`src/rtl/reflet_uart_tx_periph.sv`:
```
// reflet_uart_tx_periph
// Memory-mapped 8N1 serial transmitter for the reflet_cpu system bus.
// The CPU queues bytes through TXDATA into a small FIFO; a shifter drains
// them onto tx at divisor+1 clocks per bit. STATUS reports FIFO fill,
// sticky overflow and busy; DIVISOR sets the bit period for later frames.
// irq pulses for one cycle when the line goes idle after the last byte.
// Read data is zero whenever this block is not addressed so it can be
// OR-ed onto a shared read bus.

module reflet_uart_tx_periph #(
  parameter int                  wordsize        = 16,
  parameter logic [wordsize-1:0] base_addr       = 16'hFF00,
  parameter int                  fifo_depth      = 8,
  parameter logic [wordsize-1:0] default_divisor = 16'd0
) (
  input  logic                clk,
  input  logic                reset,
  input  logic [wordsize-1:0] addr,
  input  logic [wordsize-1:0] data_in,
  input  logic                write_en,
  output logic [wordsize-1:0] data_out,
  output logic                tx,
  output logic                irq
);

  // Register map: four consecutive bus words starting at base_addr.
  localparam int                  word_bytes   = wordsize / 8;
  localparam logic [wordsize-1:0] addr_txdata  = base_addr;
  localparam logic [wordsize-1:0] addr_status  = base_addr + wordsize'(word_bytes);
  localparam logic [wordsize-1:0] addr_divisor = base_addr + wordsize'(2 * word_bytes);
  localparam logic [wordsize-1:0] addr_rsvd    = base_addr + wordsize'(3 * word_bytes);

  // FIFO geometry: pointers wrap naturally because the depth is a power of 2,
  // and the count needs one extra bit to represent "completely full".
  localparam int ptr_w = $clog2(fifo_depth);
  localparam int cnt_w = ptr_w + 1;

  typedef enum logic [1:0] {
    ST_IDLE,
    ST_START,
    ST_DATA,
    ST_STOP
  } tx_state_t;

  // ---------------------------------------------------------------------
  // Address decode and register strobes
  // ---------------------------------------------------------------------
  logic sel_txdata;
  logic sel_status;
  logic sel_divisor;
  logic sel_rsvd;

  assign sel_txdata  = (addr == addr_txdata);
  assign sel_status  = (addr == addr_status);
  assign sel_divisor = (addr == addr_divisor);
  assign sel_rsvd    = (addr == addr_rsvd);

  logic push_req;
  logic status_wr;
  logic divisor_wr;

  assign push_req   = write_en & sel_txdata;
  assign status_wr  = write_en & sel_status;
  assign divisor_wr = write_en & sel_divisor;

  // ---------------------------------------------------------------------
  // Control registers
  // ---------------------------------------------------------------------
  logic [wordsize-1:0] divisor;
  logic                overflow;

  // Divisor register and sticky overflow flag.
  // NOTE: sequential state is always assigned with <= so every flop samples
  // pre-edge values, regardless of the order of statements or blocks.
  always_ff @(posedge clk) begin
    if (reset) begin
      divisor  <= default_divisor;
      overflow <= 1'b0;
    end else begin
      if (divisor_wr) begin
        divisor <= data_in;
      end
      if (status_wr) begin
        overflow <= 1'b0;
      end else if (push_req && full) begin
        overflow <= 1'b1;
      end
    end
  end

  // ---------------------------------------------------------------------
  // TX FIFO
  // ---------------------------------------------------------------------
  logic [7:0]       fifo_mem [fifo_depth];
  logic [ptr_w-1:0] wr_ptr;
  logic [ptr_w-1:0] rd_ptr;
  logic [cnt_w-1:0] count;
  logic             full;
  logic             empty;
  logic             push;
  logic             pop;

  // Full is judged on the pre-edge count, so a push in the same cycle as a
  // pop from a full FIFO is still dropped.
  assign full  = (count == cnt_w'(fifo_depth));
  assign empty = (count == '0);
  assign push  = push_req & ~full;

  // FIFO storage write.
  // NOTE: the data array has no reset; only the pointers and count decide
  // which entries are valid, so stale contents are never observed.
  always_ff @(posedge clk) begin
    if (push) begin
      fifo_mem[wr_ptr] <= data_in[7:0];
    end
  end

  // FIFO pointers and occupancy; push and pop together leave count unchanged.
  always_ff @(posedge clk) begin
    if (reset) begin
      wr_ptr <= '0;
      rd_ptr <= '0;
      count  <= '0;
    end else begin
      if (push) begin
        wr_ptr <= wr_ptr + ptr_w'(1);
      end
      if (pop) begin
        rd_ptr <= rd_ptr + ptr_w'(1);
      end
      case ({push, pop})
        2'b10:   count <= count + cnt_w'(1);
        2'b01:   count <= count - cnt_w'(1);
        default: count <= count;
      endcase
    end
  end

  // ---------------------------------------------------------------------
  // Transmit FSM and bit-timing datapath
  // ---------------------------------------------------------------------
  tx_state_t           state;
  tx_state_t           next_state;
  logic [7:0]          shifter;
  logic [wordsize-1:0] div_lat;
  logic [wordsize-1:0] baud_cnt;
  logic [2:0]          bit_cnt;
  logic                bit_done;
  logic                busy;

  // A bit ends when the per-frame counter reaches the divisor latched at
  // frame start, so a DIVISOR write mid-frame only affects the next frame.
  assign bit_done = (baud_cnt == div_lat);

  // FSM state register.
  always_ff @(posedge clk) begin
    if (reset) begin
      state <= ST_IDLE;
    end else begin
      state <= next_state;
    end
  end

  // Next-state logic: START -> 8 DATA bits -> STOP, chaining frames while
  // the FIFO has data.
  // NOTE: every combinational output gets a default first so no path can
  // leave it unassigned and infer a latch.
  always_comb begin
    next_state = state;
    case (state)
      ST_IDLE: begin
        if (!empty) begin
          next_state = ST_START;
        end
      end
      ST_START: begin
        if (bit_done) begin
          next_state = ST_DATA;
        end
      end
      ST_DATA: begin
        if (bit_done && (bit_cnt == 3'd7)) begin
          next_state = ST_STOP;
        end
      end
      ST_STOP: begin
        if (bit_done) begin
          next_state = empty ? ST_IDLE : ST_START;
        end
      end
      default: next_state = ST_IDLE;
    endcase
  end

  // FSM outputs: line level, busy flag and FIFO pop (which also loads the
  // shifter for a new frame).
  always_comb begin
    tx   = 1'b1;
    busy = 1'b1;
    pop  = 1'b0;
    case (state)
      ST_IDLE: begin
        busy = 1'b0;
        pop  = ~empty;
      end
      ST_START: begin
        tx = 1'b0;
      end
      ST_DATA: begin
        tx = shifter[0];
      end
      ST_STOP: begin
        pop = bit_done & ~empty;
      end
      default: begin
        busy = 1'b0;
      end
    endcase
  end

  // Bit timing, LSB-first shifter, per-frame divisor latch and idle irq.
  always_ff @(posedge clk) begin
    if (reset) begin
      shifter  <= '0;
      div_lat  <= '0;
      baud_cnt <= '0;
      bit_cnt  <= '0;
      irq      <= 1'b0;
    end else begin
      irq <= (state == ST_STOP) && bit_done && empty;
      if (pop) begin
        shifter  <= fifo_mem[rd_ptr];
        div_lat  <= divisor;
        baud_cnt <= '0;
        bit_cnt  <= '0;
      end else if (state != ST_IDLE) begin
        if (bit_done) begin
          baud_cnt <= '0;
          if (state == ST_DATA) begin
            shifter <= shifter >> 1;
            bit_cnt <= bit_cnt + 3'd1;
          end
        end else begin
          baud_cnt <= baud_cnt + wordsize'(1);
        end
      end
    end
  end

  // ---------------------------------------------------------------------
  // Read path
  // ---------------------------------------------------------------------
  logic [7:0]          count8;
  logic [wordsize-1:0] rd_value;

  assign count8 = 8'(count);

  // Read mux: TXDATA, the reserved word and unselected addresses read as 0.
  always_comb begin
    rd_value = '0;
    if (sel_status) begin
      rd_value[15:8] = count8;
      rd_value[4]    = overflow;
      rd_value[3]    = busy;
      rd_value[1]    = empty;
      rd_value[0]    = full;
    end else if (sel_divisor) begin
      rd_value = divisor;
    end else if (sel_rsvd || sel_txdata) begin
      rd_value = '0;
    end
  end

  // Registered read data: value for the address sampled at an edge is held
  // until the following edge.
  always_ff @(posedge clk) begin
    if (reset) begin
      data_out <= '0;
    end else begin
      data_out <= rd_value;
    end
  end

endmodule

```
`config.mk`:
```
export PLATFORM = sky130hd
export DESIGN_NAME = reflet_uart_tx_periph
export DESIGN_NICKNAME = d
export VERILOG_FILES = /design/src/rtl/reflet_uart_tx_periph.sv
export SDC_FILE = /design/constraint.sdc
export NUM_CORES = 1
export LEC_CHECK = 0
export CAP_MARGIN = 20
export CORE_ASPECT_RATIO = 2
export CORE_UTILIZATION = 42
export DETAILED_ROUTE_END_ITERATION = 8
export GPL_TIMING_DRIVEN = 0
export MAX_ROUTING_LAYER = met4
export PLACE_DENSITY = 0.63
export SETUP_SLACK_MARGIN = 0.1
export SYNTH_ARGS = -nofsm -noshare
export SYNTH_HDL_FRONTEND = slang
export SYNTH_SLANG_ARGS = --single-unit
```
`constraint.sdc`:
```
create_clock -name clk -period 4 [get_ports clk]
set_input_delay 1 -clock clk [delete_from_list [all_inputs] [get_ports clk]]
set_output_delay 1 -clock clk [all_outputs]
set_load 0.02 [all_outputs]
```
# [After elaboration in Yosys (flattened, before gate mapping)]
# Memories as Yosys holds them, arrays and structs flattened. A register that Yosys moved wholly into a read port is not among the register bits.
# Cells that the tools add are included.
[word_totals] inputBits=35 word_cells=83 memories=1 mem_bits_rw=64 out_inout_bits=18 regBits=89
[classes] n_eq_ne=15 reduce_logical=17 n_addsub=6 bitwise_logic=8 muxes=23
[mem_list] name="fifo_mem" depth=8 word_bits=8 rd=1 rd_clocked_by_memory_dff=1 write_ports=1 line_no="94" text="logic [7:0] fifo_mem [fifo_depth];"
[op_table] cell="$eq A16 B16 Y1 const B" n=3
[op_table] cell="$mux W8" n=4
[op_table] cell="$add A16 B1 Y16 const B" n=1
[op_table] cell="$eq A16 B16 Y1" n=1
[op_table] cell="$mux W16" n=1
[op_table] cell="$mux W12" n=1
[op_table] cell="$mux W2" n=6
[op_table] cell="$reduce_bool A2 Y1" n=5
[op_table] cell="$add A3 B1 Y3 const B" n=3
[op_table] cell="$ne A2 B2 Y1 const B" n=4
[op_table] cell="$pmux W2 S4" n=1
[op_table] cell="$pmux W4 S2" n=1
[op_table] cell="$eq A2 B2 Y1 const B" n=3
[op_table] cell="$mux W3" n=2
[op_table] cell="$reduce_and A3 Y1" n=2
[op_table] cell="$and A1 B1 Y1" n=5
[op_table] cell="$add A4 B1 Y4 const B" n=1
[op_table] cell="$eq A2 B1 Y1 const B" n=2
[op_table] cell="$eq A4 B4 Y1 const B" n=1
[op_table] cell="$logic_and A1 B1 Y1" n=4
[op_table] cell="$logic_not A4 Y1" n=1
[op_table] cell="$mux W1" n=4
[op_table] cell="$mux W4" n=1
[op_table] cell="$pmux W1 S2" n=2
[op_table] cell="other kinds (7)" n=10

# [Logic depth before layout (Yosys ltp)]
# Gate-level depths: netlist of the first run.
[depth] ltp_word=6 ltp_mapped=15 mapped_depth_nobuf=13

# [Worst setup path before layout of the first run]
# No wires, ideal clock.
[synth_path] path_type="input to register" from="input addr[5]" to="register count[2]" setup_time_ps=70 slack_ps=207 stages=11 t_required_ps=3930 arrival_time_ps=3722 path_cell_list="or4_1 or4_4 nor4_4 inv_1 ha_1 xor2_1 ha_1 a21oi_1 xor2_1 or3_1 a21oi_1"
[synth_via] elab_chain_cells=5
[synth_lines] element="from (decl)" line_no="18" text="input logic [wordsize-1:0] addr,"
[synth_lines] element="$eq A16 B16 Y1 (*)" line_no="53" text="assign sel_txdata = (addr == addr_txdata);"
[synth_lines] element="$and A1 B1 Y1 (*)" line_no="62" text="assign push_req = write_en & sel_txdata;"
[synth_lines] element="$and A1 B1 Y1 (*)" line_no="107" text="assign push = push_req & ~full;"
[synth_lines] element="$eq A2 B1 Y1 or $eq A2 B2 Y1 (tied branches)" line_no="131" text="case ({push, pop})"
[synth_lines] element="$pmux W4 S2 or $reduce_bool A2 Y1 (tied branches)"
[synth_lines] element="to (signal assigned)" line_no="132" text="2'b10: count <= count + cnt_w'(1);"
[synth_lines] element="to (signal assigned)" line_no="133" text="2'b01: count <= count - cnt_w'(1);"
[synth_lines] element="to (signal assigned)" line_no="134" text="default: count <= count;"
[synth_lines] element="to (decl)" line_no="97" text="logic [cnt_w-1:0] count;"
# Every way passes the cells marked *; elsewhere a longest branch is shown, timed or not.
# A chain may end at the register's enable or synchronous reset.

# [Worst setup path after layout of the first run]
# Same ends and word-level chain as after synthesis.

==> results.sh, run 1 <==
export IMPL_setup_violations=0
export IMPL_syn_nets=561
export IMPL_cp_max_fo=5
export IMPL_syn_avg_cell_area_um2=12.3
export IMPL_core_area_mm2=0.0147
export IMPL_post_route_period_util_pct=93.5
export IMPL_netlist_area_leader_share_pct=30.4
export IMPL_wl_um=14300
export IMPL_clk_pin_slew_worst_paths_ps=70
export IMPL_synthTopCellsByArea="edfxtp_1, dfxtp_1, mux4_2"
export IMPL_synth_top_area_cell="edfxtp_1"
export IMPL_die_width_um=88.7
export IMPL_drive_gt1_share_pct=12.6
export IMPL_routedWlPerCell_um=18.0
export IMPL_port_buffers=52
export IMPL_clock_root_buffer="clkbuf_16"
export IMPL_synth_most_common_cell="dfxtp_1"
export IMPL_yosysSeqAreaShare_pct=59.6
export IMPL_cp_arrival_ps=4090
export IMPL_vdd_drop_max_uv=273
export IMPL_p_per_area_mw_per_mm2=446
export IMPL_wl_met2_um=8630
export IMPL_finalMaxSlewViolations=0
export IMPL_drt_iter0_markers=222
export IMPL_die_h_um=175
export IMPL_vias=4118
export IMPL_cts_hold_buf=0
export IMPL_cts_sinks=156
export IMPL_ios=53
export IMPL_fin_ws_ps=258
export IMPL_start_util_pct=42.9
export IMPL_finalHoldViolCount=0
export IMPL_status="finished with violations"
export IMPL_grt_max_degree=18
export IMPL_drt_pass1_iterations=7
export IMPL_grt_ovfl_total=0
export IMPL_min_path_cells=2
export IMPL_worstReg2RegEnd="count[2]"
export IMPL_holdPathEnd="divisor[5]"
export IMPL_hold_path_class="flip-flop to flip-flop"
export IMPL_yosys_most_used_dff="dfxtp_1"
export IMPL_crit_reg2reg_launch="count[1]"
export IMPL_ant_nets=0
export IMPL_period_minus_slack_ps=3740
export IMPL_grt_pass1_vias=4455
export IMPL_syn_inst=514
export IMPL_grt_pass1_wl_um=22700
export IMPL_synth_area_mm2=0.00632
export IMPL_post_place_ws_ps=-450
export IMPL_htreeDepth=4
export IMPL_reg2reg_slack_ps=450
export IMPL_dp_hpwl_um=10900
export IMPL_cp_data_required_time_ps=4340
export IMPL_fmax_mhz=267
export IMPL_dieArea_mm2=0.0156
export IMPL_vias_per_cell=5.17
export IMPL_violations="DRC"
export IMPL_clock_latency_ps=420
export IMPL_dr_wl_met3_um=294
export IMPL_maxCapViolCount=0
export IMPL_area_delta_synth_final_pct=21.7
export IMPL_yosysWarningCount=0
export IMPL_r2r_cells=15
export IMPL_synth_commonest_cells="dfxtp_1, edfxtp_1, nor2_1, mux2i_1, xor2_1"
export IMPL_antenna_found_initial=0
export IMPL_setup_worst_path_end_class="flip-flop"
export IMPL_min_from="divisor[5]"
export IMPL_ctsLongestPathBuffers=2
export IMPL_diodes=0
export IMPL_p_leak_uw=0.00285
export IMPL_synth_edff_count=64
export IMPL_gp_congestion=0.834
export IMPL_path_class="input pin to flip-flop"
export IMPL_cts_tree="yes"
export IMPL_tightest_slew_ps=961
export IMPL_synth_async_reset_ratio_pct=0
export IMPL_num_fill_cells=1291
export IMPL_row_count=63
export IMPL_worst_slew_margin_rel_pct=35.0
export IMPL_drc=2
export IMPL_synth_cell_types=46
export IMPL_startpoint_type="input pin"
export IMPL_rsz0062_at_grt="no"
export IMPL_grt_usage_pct=20.9
export IMPL_setup_tns_ps=0
export IMPL_cts_buffers=17
export IMPL_highest_signal_layer="met4"
export IMPL_ys_ff_latch=156
export IMPL_wl_met1_um=4710
export IMPL_finClkSkew_ps=9.03
export IMPL_layout_nets=635
==> per-layer routing <==
metal  vias up  global-route usage [%]
li1       2009                       -
met2        69                    39.2
met4         0                    11.2
met1      2005                    18.3
met5         -                       -
met3        35                    4.61
==> layout make-up <==
| cell class | count | area, um2 | share of cell area (%) |
|---|---|---|---|
| repair buffers | 55 | 538 | 7.00 |
| clock buffers | 17 | 425 | 5.53 |
| clock inverters | 15 | 143 | 1.86 |
| flip-flops and latches | 156 | 3760 | 49.0 |
| well taps | 195 | 244 | 3.17 |
| inverters | 11 | 41.3 | 0.537 |
| multi-input cells | 319 | 2400 | 31.2 |
| plain buffers | 28 | 131 | 1.71 |
==> power by group <==
| part | switching, uW | internal [uW] |
|---|---|---|
| combinational | 131 | 85.6 |
| clock | 711 | 828 |
| sequential | 13.0 | 1660 |
| total | 854 | 2580 |
==> worst max path at each step <==
stage               startpoint        endpoint  slack, ps  cells past startpoint
finish                 addr[5]        count[2]        260                     12
global route           addr[5]        count[2]        100                     12
CTS                    addr[5]        count[2]        240                     12
detailed placement     addr[5]        count[2]       -450                     12
global placement       addr[5]  fifo_mem[3][7]       -610                      6
floorplan              addr[5]        count[2]        210                     11
==> layout by cell type (no fill, tap or decap), types with 2 or more instances in the layout <==
| master | count |
|---|---|
| a211oi_1 | 15 |
| a21oi_1 | 21 |
| a22oi_1 | 8 |
| and2_1 | 2 |
| and3_1 | 10 |
| buf_2 | 11 |
| buf_4 | 5 |
| clkbuf_1 | 14 |
| clkbuf_16 | 17 |
| clkdlybuf4s50_1 | 52 |
| dfxtp_1 | 92 |
| edfxtp_1 | 64 |
| ha_1 | 12 |
| inv_1 | 11 |
| inv_6 | 7 |
| inv_8 | 4 |
| mux2i_1 | 32 |
| mux4_2 | 16 |
| nand2_1 | 27 |
| nand3_1 | 22 |
| nand3b_1 | 3 |
| nand4_1 | 5 |
| nor2_1 | 55 |
| nor2b_1 | 9 |
| nor3_1 | 6 |
| nor3b_1 | 2 |
| nor3b_2 | 4 |
| nor4_1 | 4 |
| nor4b_1 | 2 |
| o21ai_0 | 5 |
| or3_1 | 3 |
| xnor2_1 | 6 |
| xor2_1 | 32 |
==> registers in the layout, indices dropped and copies added, names as in the netlist, named ones only <==
name and flops:
divisor 16, wr_ptr 3, count 4, state 2, fifo_mem 64, irq 1, shifter 8, baud_cnt 16
div_lat 16, data_out 16, rd_ptr 3, overflow 1, bit_cnt 3
==> timing repair <==
| item | 4_1_cts | 5_1_grt |
|---|---|---|
| pin swaps | 1 | 0 |
| gates resized for setup | 0 | 2 |
| setup buffers | 1 | 0 |
| endpoints found under the setup margin | 1 | 1 |
==> critical path: stages <==
cell and delay, ps:
clkdlybuf4s50_1 390, or4_1 520, or4_4 470, nor4_4 180
inv_1 120, ha_1 280, xor2_1 170, ha_1 230
a21oi_2 160, xor2_1 110, or3_1 310, a21oi_1 140
==> cells by family (layout without fill, tap and decap cells) <==
family                     count (synthesis)  after routing  synth area share, %
AOI/OAI and AO/OA                         55             55                 5.51
DFF                                      156            156                 59.6
and+or+nand+nor                          166            166                 13.8
muxes                                     48             48                 10.8
xor gates and xnor gates                  38             38                 5.27
buffers and inverters                     39            126                 2.73
adders and majority gates                 12             12                 2.38
==> metrics by stage <==
step | instance area [um2] | power (uW) | util [%] | instances | hold WS (ps)
after floorplan | 6320 | 1830 | - | 514 | 444
after global placement | 7080 | 1920 | 48.1 | 761 | 459
after detailed placement | 7100 | 1930 | 48.2 | 763 | 461
after CTS | 7680 | 3460 | 52.1 | 796 | 470
after global routing | 7690 | 3550 | 52.2 | 796 | 494
final | 7690 | 3430 | 52.2 | 796 | 470
(Power assumes the default switching activity.)
==> run 2, diff against run 1 <==
--- a/config.mk
+++ b/config.mk
@@ -10,5 +10,4 @@
 export CORE_UTILIZATION = 42
 export DETAILED_ROUTE_END_ITERATION = 8
-export GPL_TIMING_DRIVEN = 0
 export MAX_ROUTING_LAYER = met4
 export PLACE_DENSITY = 0.63
==> constraint.sdc (replaced) <==
create_clock -name clk -period 4 [get_ports clk]
set_input_delay 0.8 -clock clk [delete_from_list [all_inputs] [get_ports clk]]
set_output_delay 0.8 -clock clk [all_outputs]
set_load 0.02 [all_outputs]
==> results.sh, run 2 (synthesis results as in run 1) <==
export IMPL_top_register="fifo_mem"
export IMPL_fmax_mhz=277
export IMPL_clock_latency_ps=420
export IMPL_grt_pass1_wl_um=21000
export IMPL_cts_hold_buf=0
export IMPL_finClkSkew_ps=9.56
export IMPL_diodes=0
export IMPL_worst_path_stages=12
export IMPL_min_path_cells=2
export IMPL_fin_ws_ps=388
export IMPL_crit_chain="clkdlybuf4s50_1 -> or4_1 -> or4_4 -> nor4_4 -> inv_1 -> ha_1 -> xor2_1 -> ha_1 -> a21oi_1 -> xor2_1 -> or3_1 -> a21oi_1"
export IMPL_largest_reg_flops=64
export IMPL_cp_data_required_time_ps=4350
export IMPL_p_per_area_mw_per_mm2=452
export IMPL_tightest_slew_ps=971
export IMPL_most_common_layout_cells="dfxtp_1, edfxtp_1, nor2_1, clkdlybuf4s50_1"
export IMPL_cts_setup_buffers=0
export IMPL_routedWlPerCell_um=16.8
export IMPL_worst_path_buf_inv=2
export IMPL_start_util_pct=42.9
export IMPL_status="finished with violations"
export IMPL_crit_slowest_cell="or4_1"
export IMPL_setup_violations=0
export IMPL_grt_pass1_vias=4159
export IMPL_drive_gt1_share_pct=12.8
export IMPL_area_delta_synth_final_pct=21.6
export IMPL_drt_pass1_iterations=6
export IMPL_grt_ovfl_total=0
export IMPL_setup_worst_path_end_class="flip-flop"
export IMPL_ctsLongestPathBuffers=2
export IMPL_setup_tns_ps=0
export IMPL_vdd_drop_max_uv=337
export IMPL_clk_pin_slew_worst_paths_ps=60
export IMPL_core_area_mm2=0.0147
export IMPL_wl_met1_um=4570
export IMPL_finalMaxSlewViolations=0
export IMPL_worst_slew_margin_rel_pct=34.4
export IMPL_drt_iter0_markers=214
export IMPL_placedInstanceArea_mm2=0.00709
export IMPL_dieArea_mm2=0.0156
export IMPL_port_buffers=52
export IMPL_whs_ps=469
export IMPL_die_h_um=175
export IMPL_post_place_ws_ps=-23.3
export IMPL_ios=53
export IMPL_ant_nets=0
export IMPL_cp_arrival_ps=3960
export IMPL_hold_path_class="flip-flop to flip-flop"
export IMPL_final_common_cell="dfxtp_1"
export IMPL_cts_buffers=17
export IMPL_wl_met2_um=7660
export IMPL_wl_um=13200
export IMPL_gp_congestion=0.843
export IMPL_drc=2
export IMPL_path_class="input pin to flip-flop"
export IMPL_critPathTopFamily="simple AND/OR/NAND/NOR gates"
export IMPL_dr_wl_met3_um=309
export IMPL_cts_sinks=156
export IMPL_die_width_um=88.7
export IMPL_cp_max_fo=5
export IMPL_htreeDepth=4
export IMPL_vias=4023
export IMPL_p_leak_uw=0.00287
export IMPL_placed_cells=749
export IMPL_period_minus_slack_ps=3610
export IMPL_highest_signal_layer="met4"
export IMPL_slowest_delay_ps=510
export IMPL_r2r_cells=12
export IMPL_rsz0062_at_grt="no"
export IMPL_violations="DRC"
export IMPL_finalHoldViolCount=0
export IMPL_startpoint_type="input pin"
export IMPL_fin_cells=782
export IMPL_cts_tree="yes"
export IMPL_grt_usage_pct=19.2
export IMPL_grt_max_degree=67
export IMPL_maxCapViolCount=0
export IMPL_row_count=63
export IMPL_antenna_found_initial=0
export IMPL_cts_resized=0
export IMPL_dp_hpwl_um=9540
export IMPL_fin_area_mm2=0.00768
export IMPL_vias_per_cell=5.14
export IMPL_layout_nets=621
export IMPL_post_route_period_util_pct=90.3
export IMPL_clock_root_buffer="clkbuf_16"
## run 2: cell types whose count changed in the layout (fill, tap and decap cells not counted), moves of 3 or more
cell / previous run / this run
clkbuf_1: 14 / 0
clkinv_2: 0 / 4
buf_2: 11 / 1
buf_4: 5 / 16
inv_6: 7 / 4
## run 2: worst paths after layout
kind	slack, ps	startpoint	to
setup / recovery	390	addr[5]	count[2]
hold / removal	470	divisor[15]	divisor[15]
setup reg to reg	860	baud_cnt[14]	count[3]
hold reg to reg	470	divisor[15]	divisor[15]
## run 2: per-stage QoR
| step | util, % | total power (uW) |
|---|---|---|
| floorplan | - | 1830 |
| CTS | 52.1 | 3500 |
| finish | 52.1 | 3470 |
| global placement | 47.9 | 1910 |
| detailed placement | 48.1 | 1920 |
| global route | 52.1 | 3600 |
## run 2: power by group
group          internal (uW)  switching [uW]
sequential              1660            12.1
combinational           87.0             128
clock                    907             671
## run 2: worst min-delay path, stage by stage (launching register included)
cell and delay, ps:
dfxtp_1 320, nand2_1 60, a21oi_1 50
## run 2: area by class of cell
class	count	area (um2)
timing repair buffer	69	663
inverter	11	41.3
clock inverter	14	131
fill	1296	7060
multi-input combinational	319	2390
sequential	156	3760
tap	195	244
clock buffer	18	450
## run 2: per-layer routing
metal,GRT usage (%),up-vias
met5,-,-
met4,12.0,0
met3,3.90,37
met2,34.4,68
met1,18.0,1942
li1,-,1976
==> run 3, diff against run 2 <==
--- a/config.mk
+++ b/config.mk
@@ -8,8 +8,8 @@
 export CAP_MARGIN = 20
 export CORE_ASPECT_RATIO = 2
-export CORE_UTILIZATION = 42
+export CORE_UTILIZATION = 48
 export DETAILED_ROUTE_END_ITERATION = 8
 export MAX_ROUTING_LAYER = met4
-export PLACE_DENSITY = 0.63
+export PLACE_DENSITY = 0.71
 export SETUP_SLACK_MARGIN = 0.1
 export SYNTH_ARGS = -nofsm -noshare
==> constraint.sdc (replaced) <==
create_clock -name clk -period 4 [get_ports clk]
set_input_delay 0.4 -clock clk [delete_from_list [all_inputs] [get_ports clk]]
set_output_delay 0.4 -clock clk [all_outputs]
set_load 0.02 [all_outputs]
==> results.sh, run 3 (synthesis results as in run 1) <==
export IMPL_status="finished clean"
export IMPL_slowest_delay_ps=510
export IMPL_placed_cells=707
export IMPL_die_width_um=83.1
export IMPL_rsz0062_at_grt="no"
export IMPL_final_common_cell="dfxtp_1"
export IMPL_crit_slowest_cell="or4_1"
export IMPL_clock_latency_ps=420
export IMPL_drive_gt1_share_pct=12.8
export IMPL_fin_cells=739
export IMPL_swShare_pct=23.6
export IMPL_antenna_found_initial=0
export IMPL_grt_max_degree=67
export IMPL_grt_pass1_vias=4261
export IMPL_fmax_mhz=314
export IMPL_placedInstanceArea_mm2=0.00703
export IMPL_p_comb_share_pct=6.6
export IMPL_ctsLongestPathBuffers=2
export IMPL_grt_pass1_wl_um=21000
export IMPL_wl_um=12900
export IMPL_p_per_area_mw_per_mm2=443
export IMPL_setup_tns_ps=0
export IMPL_worst_path_buf_inv=2
export IMPL_die_h_um=164
export IMPL_ios=53
export IMPL_clkPwrFrac_pct=43.3
export IMPL_post_route_period_util_pct=79.6
export IMPL_tightest_slew_ps=927
export IMPL_dieArea_mm2=0.0137
export IMPL_cp_max_fo=5
export IMPL_largest_reg_flops=64
export IMPL_setup_violations=0
export IMPL_grt_ovfl_total=0
export IMPL_cts_sinks=156
export IMPL_crit_chain="clkdlybuf4s50_1 -> or4_1 -> or4_4 -> nor4_4 -> inv_1 -> ha_1 -> xor2_1 -> ha_1 -> a21oi_1 -> xor2_1 -> or3_1 -> a21oi_1"
export IMPL_ant_nets=0
export IMPL_diodes=0
export IMPL_vias_per_cell=5.51
export IMPL_fin_area_mm2=0.00756
export IMPL_htreeDepth=4
export IMPL_reg2reg_slack_ps=920
export IMPL_finClkSkew_ps=8.92
export IMPL_clock_root_buffer="clkbuf_16"
export IMPL_critPathTopFamily="simple AND/OR/NAND/NOR gates"
export IMPL_cts_tree="yes"
export IMPL_p_sw_uw=792
export IMPL_cts_resized=0
export IMPL_p_leak_uw=0.00282
export IMPL_cts_buffers=17
export IMPL_gp_congestion=0.798
export IMPL_core_area_mm2=0.0129
export IMPL_setup_worst_path_end_class="flip-flop"
export IMPL_cp_data_required_time_ps=4340
export IMPL_most_common_layout_cells="dfxtp_1, edfxtp_1, nor2_1, clkdlybuf4s50_1"
export IMPL_area_delta_synth_final_pct=19.7
export IMPL_vdd_drop_max_uv=353
export IMPL_path_class="input pin to flip-flop"
export IMPL_hold_path_class="input pin to flip-flop"
export IMPL_drt_iter0_markers=275
export IMPL_p_int_uw=2560
export IMPL_drt_pass1_iterations=5
export IMPL_seqPwrFrac_pct=50.1
export IMPL_layout_nets=621
export IMPL_drc=0
export IMPL_top_register="fifo_mem"
export IMPL_period_minus_slack_ps=3180
export IMPL_cts_setup_buffers=0
export IMPL_grt_usage_pct=20.6
export IMPL_routedWlPerCell_um=17.5
export IMPL_maxCapViolCount=0
export IMPL_vias=4069
export IMPL_cp_arrival_ps=3530
export IMPL_finalMaxSlewViolations=0
export IMPL_row_count=59
export IMPL_worst_slew_margin_rel_pct=38.1
export IMPL_port_buffers=52
export IMPL_startpoint_type="input pin"
export IMPL_start_util_pct=48.9
export IMPL_finalHoldViolCount=0
export IMPL_cts_hold_buf=0
export IMPL_dp_hpwl_um=9330
export IMPL_clk_pin_slew_worst_paths_ps=60
run 3: changes by cell type in the layout (fill, tap and decap cells not counted), sizes merged:
cell      change
inv           -3
clkinvlp      +4
bufinv        -1
run 3: path summary, 6_finish.rpt:
kind / cells past startpoint / end / start
worst max-delay path: 12 / count[2] / addr[5]
worst min-delay path: 3 / data_out[14] / reset
worst max register to register: 12 / count[3] / baud_cnt[14]
worst min register to register: 2 / divisor[12] / divisor[12]
run 3: per-layer routing:
layer  global-route usage, %  up-vias  share of wire (%)
met4                    10.7        0                3.0
li1                        -     1978                  -
met5                       -        -                  0
met2                    38.8       69                 58
met1                    19.9     1995                 37
met3                    3.52       27                2.0
run 3: layout make-up:
cell class / instances / area (um2)
clock buffers: 18 / 429
inverters: 11 / 41.3
flip-flops and latches: 156 / 3760
multi-input cells: 319 / 2390
clock inverters: 14 / 110
fillers: 1048 / 5350
repair buffers: 69 / 643
well taps: 152 / 190
run 3: power groups by stage:
stage / Clock (uW) / Sequential [uW] / Combinational, uW
2_1_floorplan: 0 / 1710 / 117
3_3_place_gp: 0 / 1710 / 208
3_5_place_dp: 0 / 1710 / 217
4_1_cts: 1480 / 1680 / 219
5_1_grt: 1540 / 1680 / 239
6_report: 1450 / 1680 / 221
run 3: worst register-to-register path, cell delays in order (launching register included):
cell      delay (ps)
dfxtp_1          340
xor2_1           170
nor4_1           380
nand4_1          330
o21a_1           290
inv_1            150
ha_1             270
or3b_2           460
o21ai_0          100
nand3b_1         110
a21oi_1          180
xnor2_1          130
nor2_1            50
run 3: through the flow:
step / hold WS [ps] / total power, uW / utilization, % / setup slack (ps)
2_1_floorplan: 444 / 1830 / - / 807
3_3_place_gp: 462 / 1920 / 54.4 / 504
3_5_place_dp: 464 / 1930 / 54.4 / 387
4_1_cts: 457 / 3380 / 58.6 / 813
5_1_grt: 464 / 3460 / 58.6 / 644
6_report: 463 / 3350 / 58.6 / 816
==> patch 1: new RTL, config.mk and constraints of run 3 <==
Register the output `tx`, cleared by the reset; this adds one clock of latency there. The other outputs are not delayed to match.
--- a/src/rtl/reflet_uart_tx_periph.sv
+++ b/src/rtl/reflet_uart_tx_periph.sv
@@ -42,6 +42,8 @@
     ST_STOP
   } tx_state_t;
 
+  logic tx_d;
+
   // ---------------------------------------------------------------------
   // Address decode and register strobes
   // ---------------------------------------------------------------------
@@ -195,7 +197,7 @@
   // FSM outputs: line level, busy flag and FIFO pop (which also loads the
   // shifter for a new frame).
   always_comb begin
-    tx   = 1'b1;
+    tx_d = 1'b1;
     busy = 1'b1;
     pop  = 1'b0;
     case (state)
@@ -204,10 +206,10 @@
         pop  = ~empty;
       end
       ST_START: begin
-        tx = 1'b0;
+        tx_d = 1'b0;
       end
       ST_DATA: begin
-        tx = shifter[0];
+        tx_d = shifter[0];
       end
       ST_STOP: begin
         pop = bit_done & ~empty;
@@ -281,5 +283,13 @@
     end
   end
 
+  always_ff @(posedge clk) begin
+    if (reset) begin
+      tx <= '0;
+    end else begin
+      tx <= tx_d;
+    end
+  end
+
 endmodule
 
Formal check against the unedited RTL: not equivalent (Yosys sat finds a counterexample within 4 cycles, from zero or initial values and one cycle with reset high).
==> patch 1 against run 3 <==
- routed wire length decreased by 1.6%
- sequential cell count increased by 1
- worst setup slack got worse by 0.091 ns
- cell area increased by 1.5%
- area after synthesis increased by 0.34%
- die area increased by 0.33%
- critical path depth unchanged
- total power increased by 7.5%
- critical endpoint is now count[3]
- largest power group unchanged
==> patch 1: results (changes against run 3) <==
stage	metric	value	unit	change
sta	tightest_slew	0.9852	ns	+0.05873 ns
placement	detailed_place_hpwl	9207	µm	-1.4%
synth	synth_compound_area_frac	0.05565		+0.0006047
synth	synthMuxAreaShare	0.1058		-0.001940
placement	placed_area	7052	µm²	+0.37%
synth	synth_edf_count	64		unchanged
detailed_routing	vias_per_cell	5.487		-0.36%
placement	dpl.cell_count	710		+0.42%
detailed_routing	route.met2.wl	7528	µm	+0.31%
sta	finClkSkew	0.01013	ns	+0.001214 ns
power_and_ir_drop	p_leak	2.889	nW	+2.6%
synth	netlist_top_cells_area	edfxtp_1 (30%), dfxtp_1 (29%), mux4_2 (5.7%)		
final_layout	nFillCells	1007		-3.9%
power_and_ir_drop	power_density	469.1	nW/µm²	+5.9%
global_route	grt_pass1_wl	20410	µm	-2.7%
synth	synth_fa_ha_area_frac	0.02368		-0.00007972
global_route	grtUsageTotal	0.2007		-0.005350
detailed_routing	dr_wl_met3	293	µm	+16%
final_layout	buffers_excl_clock	70		+1.4%
synth	synthXorXnorAreaFrac	0.05250		-0.0001767
final_layout	buffer_area_frac	0.08475		-0.0002691
final_layout	seq_area_frac	0.4928		-0.004689
final_layout	final_layout_size_suffix_gt1_frac	0.1288		+0.001045
synth	syn_nets	564		+0.53%
global_route	grt_max_degree	68		+1.5%
setup_path	critical-path-max-stage-delay	0.49	ns	-0.02 ns
final_layout	final_cells	742		+0.41%
synth	yosys-top-cells-count	dfxtp_1 (93), edfxtp_1 (64), nor2_1 (57)		
detailed_routing	highest_layer	met4		
final_layout	inverters_excl_clock	10		-1
run_status	outcome	completed		
global_route	use_met1	0.1866		-0.01218
setup_path	critPathArrivalTime	3.55	ns	+0.02 ns
detailed_routing	wire_per_inst	17.13	µm	-2.0%
setup_path	cp_slowest_cell	nor4_1		
detailed_routing	drt_first_pass_iters	4		-1
placement	gp_congestion	0.8473		+6.1%
power_and_ir_drop	ir_drop	0.3252	mV	-7.9%
final_layout	final-clk-cell-share	0.08149		+0.01020
setup_path	critPathMaxFanout	5		unchanged
final_layout	multi_input_area	2390	µm²	+0.10%
final_layout	nClkBuffers	17		-1
synth	avgSynthCellArea	12.26	µm²	-0.25%
global_route	use_met3	0.03798		+0.002805
final_layout	nMultiInputCombCells	321		+0.63%
detailed_routing	drtIter0Drc	256		-6.9%
global_route	use_met2	0.3845		-0.003353
final_layout	layout.nets	624		+0.48%
detailed_routing	wl_met1	4564	µm	-4.3%
-- patch 1: worst paths after layout --
kind / slack [ns] / endpoint / cells after the start / start
worst max-delay path: 0.72 / count[3] / 12 / baud_cnt[12]
worst min-delay path: 0.45 / data_out[14] / 3 / reset
worst max register to register: 0.72 / count[3] / 12 / baud_cnt[12]
worst min register to register: 0.47 / divisor[14] / 2 / divisor[14]
-- patch 1: through the flow --
stage	util	hold WS [ns]	worst slack (ns)	power [mW]
floorplan	-	0.4442	0.8119	1.842
global placement	0.5459	0.4586	0.5022	1.930
detailed placement	0.5459	0.4625	0.4255	1.945
CTS	0.5943	0.4501	0.7892	3.630
global route	0.5943	0.4616	0.6283	3.720
finish	0.5943	0.4523	0.7250	3.601
-- patch 1: where the power goes --
| part | internal [mW] | switching, mW | total, mW |
|---|---|---|---|
| Clock | 1.01 | 0.685 | 1.69 |
| Sequential | 1.68 | 0.0143 | 1.69 |
| Combinational | 0.0901 | 0.125 | 0.215 |
==> patch 2: new RTL, settings of run 3 <==
Without the edit above. The parameter `wordsize` goes from 16 to 32.
--- a/src/rtl/reflet_uart_tx_periph.sv
+++ b/src/rtl/reflet_uart_tx_periph.sv
@@ -8,7 +8,7 @@
 // OR-ed onto a shared read bus.
 
 module reflet_uart_tx_periph #(
-  parameter int                  wordsize        = 16,
+  parameter int                  wordsize        = 32,
   parameter logic [wordsize-1:0] base_addr       = 16'hFF00,
   parameter int                  fifo_depth      = 8,
   parameter logic [wordsize-1:0] default_divisor = 16'd0
Interface: changed (resized addr, data_in and data_out); port bits go from 53 to 101. No check against the original RTL was run, so the function may have changed too.
==> patch 2 against run 3 <==
- the run now ends with DRC left
- clock power is 38% higher
- area after synthesis is 41% higher
- critical path depth is 2 higher
- highest routed layer unchanged
- cell area is 44% higher
- sequential power is 36% higher
- total power is 31% higher
- worst setup slack worse by 0.13 ns
- combinational power is 51% lower
- sequential cell count is 64 higher
- die area is 40% higher
- count of clock-buffer cells in the layout is 6 higher
- clock skew is 0.0066 ns higher
- routed wire length is 60% higher
- first-iteration DRC count is 4.4% higher
==> patch 2: results (changes against run 3) <==
stage	metric	value	unit	change
power_and_ir_drop	p_comb	108	µW	-51%
run_status	violations	DRC		
global_route	grt_pass1_vias	6409		+50%
sta	hold_ws	0.4232	ns	-0.03992 ns
clock_tree	cts_buffers	20		+3
setup_path	regToRegSetupSlack	0.69	ns	-0.23 ns
detailed_routing	dr_wl_met3	755	µm	+200%
detailed_routing	vias_per_cell	5.579		+1.3%
placement	port_buffers	100		+92%
power_and_ir_drop	p_seq	2.29	mW	+36%
detailed_routing	vias	6204		+52%
power_and_ir_drop	power.share.switching	0.1977		-0.03877
placement	dpl.cell_count	1076		+52%
clock_tree	clk_latency	0.50	ns	+0.08 ns
detailed_routing	route.met2.wl	11710	µm	+56%
setup_path	rr_worst_depth	14		+2
worst_hold_path	whs_endpoint	divisor[7]		
synth	syn_inst	785		+53%
run_status	outcome	finished with violations		
detailed_routing	drc_errors	4		+4
detailed_routing	wl_met1	7212	µm	+51%
sta	fin_crit	3.311	ns	+0.1274 ns
setup_path	cp_slowest_cell	xnor2_1		
synth	yosys-top-cells-count	dfxtp_1 (156), nor2_1 (84), edfxtp_1 (64)		
placement	dp_slack	0.3855	ns	-0.001843 ns
final_layout	final_layout_size_suffix_gt1_frac	0.1038		-0.02397
global_route	grtUsageTotal	0.2276		+0.02153
synth	syn_nets	864		+54%
detailed_routing	wire_per_inst	18.61	µm	+6.5%
power_and_ir_drop	ir_drop	0.3853	mV	+9.1%
placement	placed_area	10170	µm²	+45%
clock_tree	cts_buffer_depth	3		+1
detailed_routing	drt_first_pass_iters	9		+4
final_layout	multi_input_area	3650	µm²	+53%
setup_path	critPathArrivalTime	3.74	ns	+0.21 ns
setup_path	crit_start	baud_cnt[23]		
placement	detailed_place_hpwl	14630	µm	+57%
final_layout	layout.nets	961		+55%
sta	slew_headroom	0.3589		-0.02257
synth	netlist_top_cells_area	dfxtp_1 (35%), edfxtp_1 (22%), mux2i_1 (5.9%)		
placement	gp_congestion	0.8401		+5.2%
synth	ys_types	54		+17%
patch 2: changes by cell type in the layout (fill, tap and decap cells not counted), moves of 9 or more:
cell / delta
nand3_1: +24
and2_1: +24
nand4_1: +11
clkdlybuf4s50_1: +48
o21ai_0: +32
nor2_1: +28
a31o_2: +9
a21oi_1: +27
mux2i_1: +21
xnor2_1: +39
a211oi_1: -14
dfxtp_1: +64
patch 2: area by class of cell:
type,count,area share
Tap cell,216,0.02486
Multi-Input combinational cell,508,0.3358
Inverter,11,0.003799
Clock inverter,12,0.01370
Sequential cell,220,0.4641
Timing Repair Buffer,121,0.1075
Clock buffer,24,0.05019
patch 2: cells by family (layout without fill, tap and decap cells):
group | after synthesis | count (layout) | synth area share
mux | 70 | 70 | 0.1011
flops | 220 | 220 | 0.5654
compound gates | 114 | 114 | 0.07517
fa+ha+maj | 12 | 12 | 0.01683
xor+xnor | 69 | 69 | 0.06773
simple gates | 243 | 243 | 0.1447
buf+inv | 57 | 168 | 0.02903
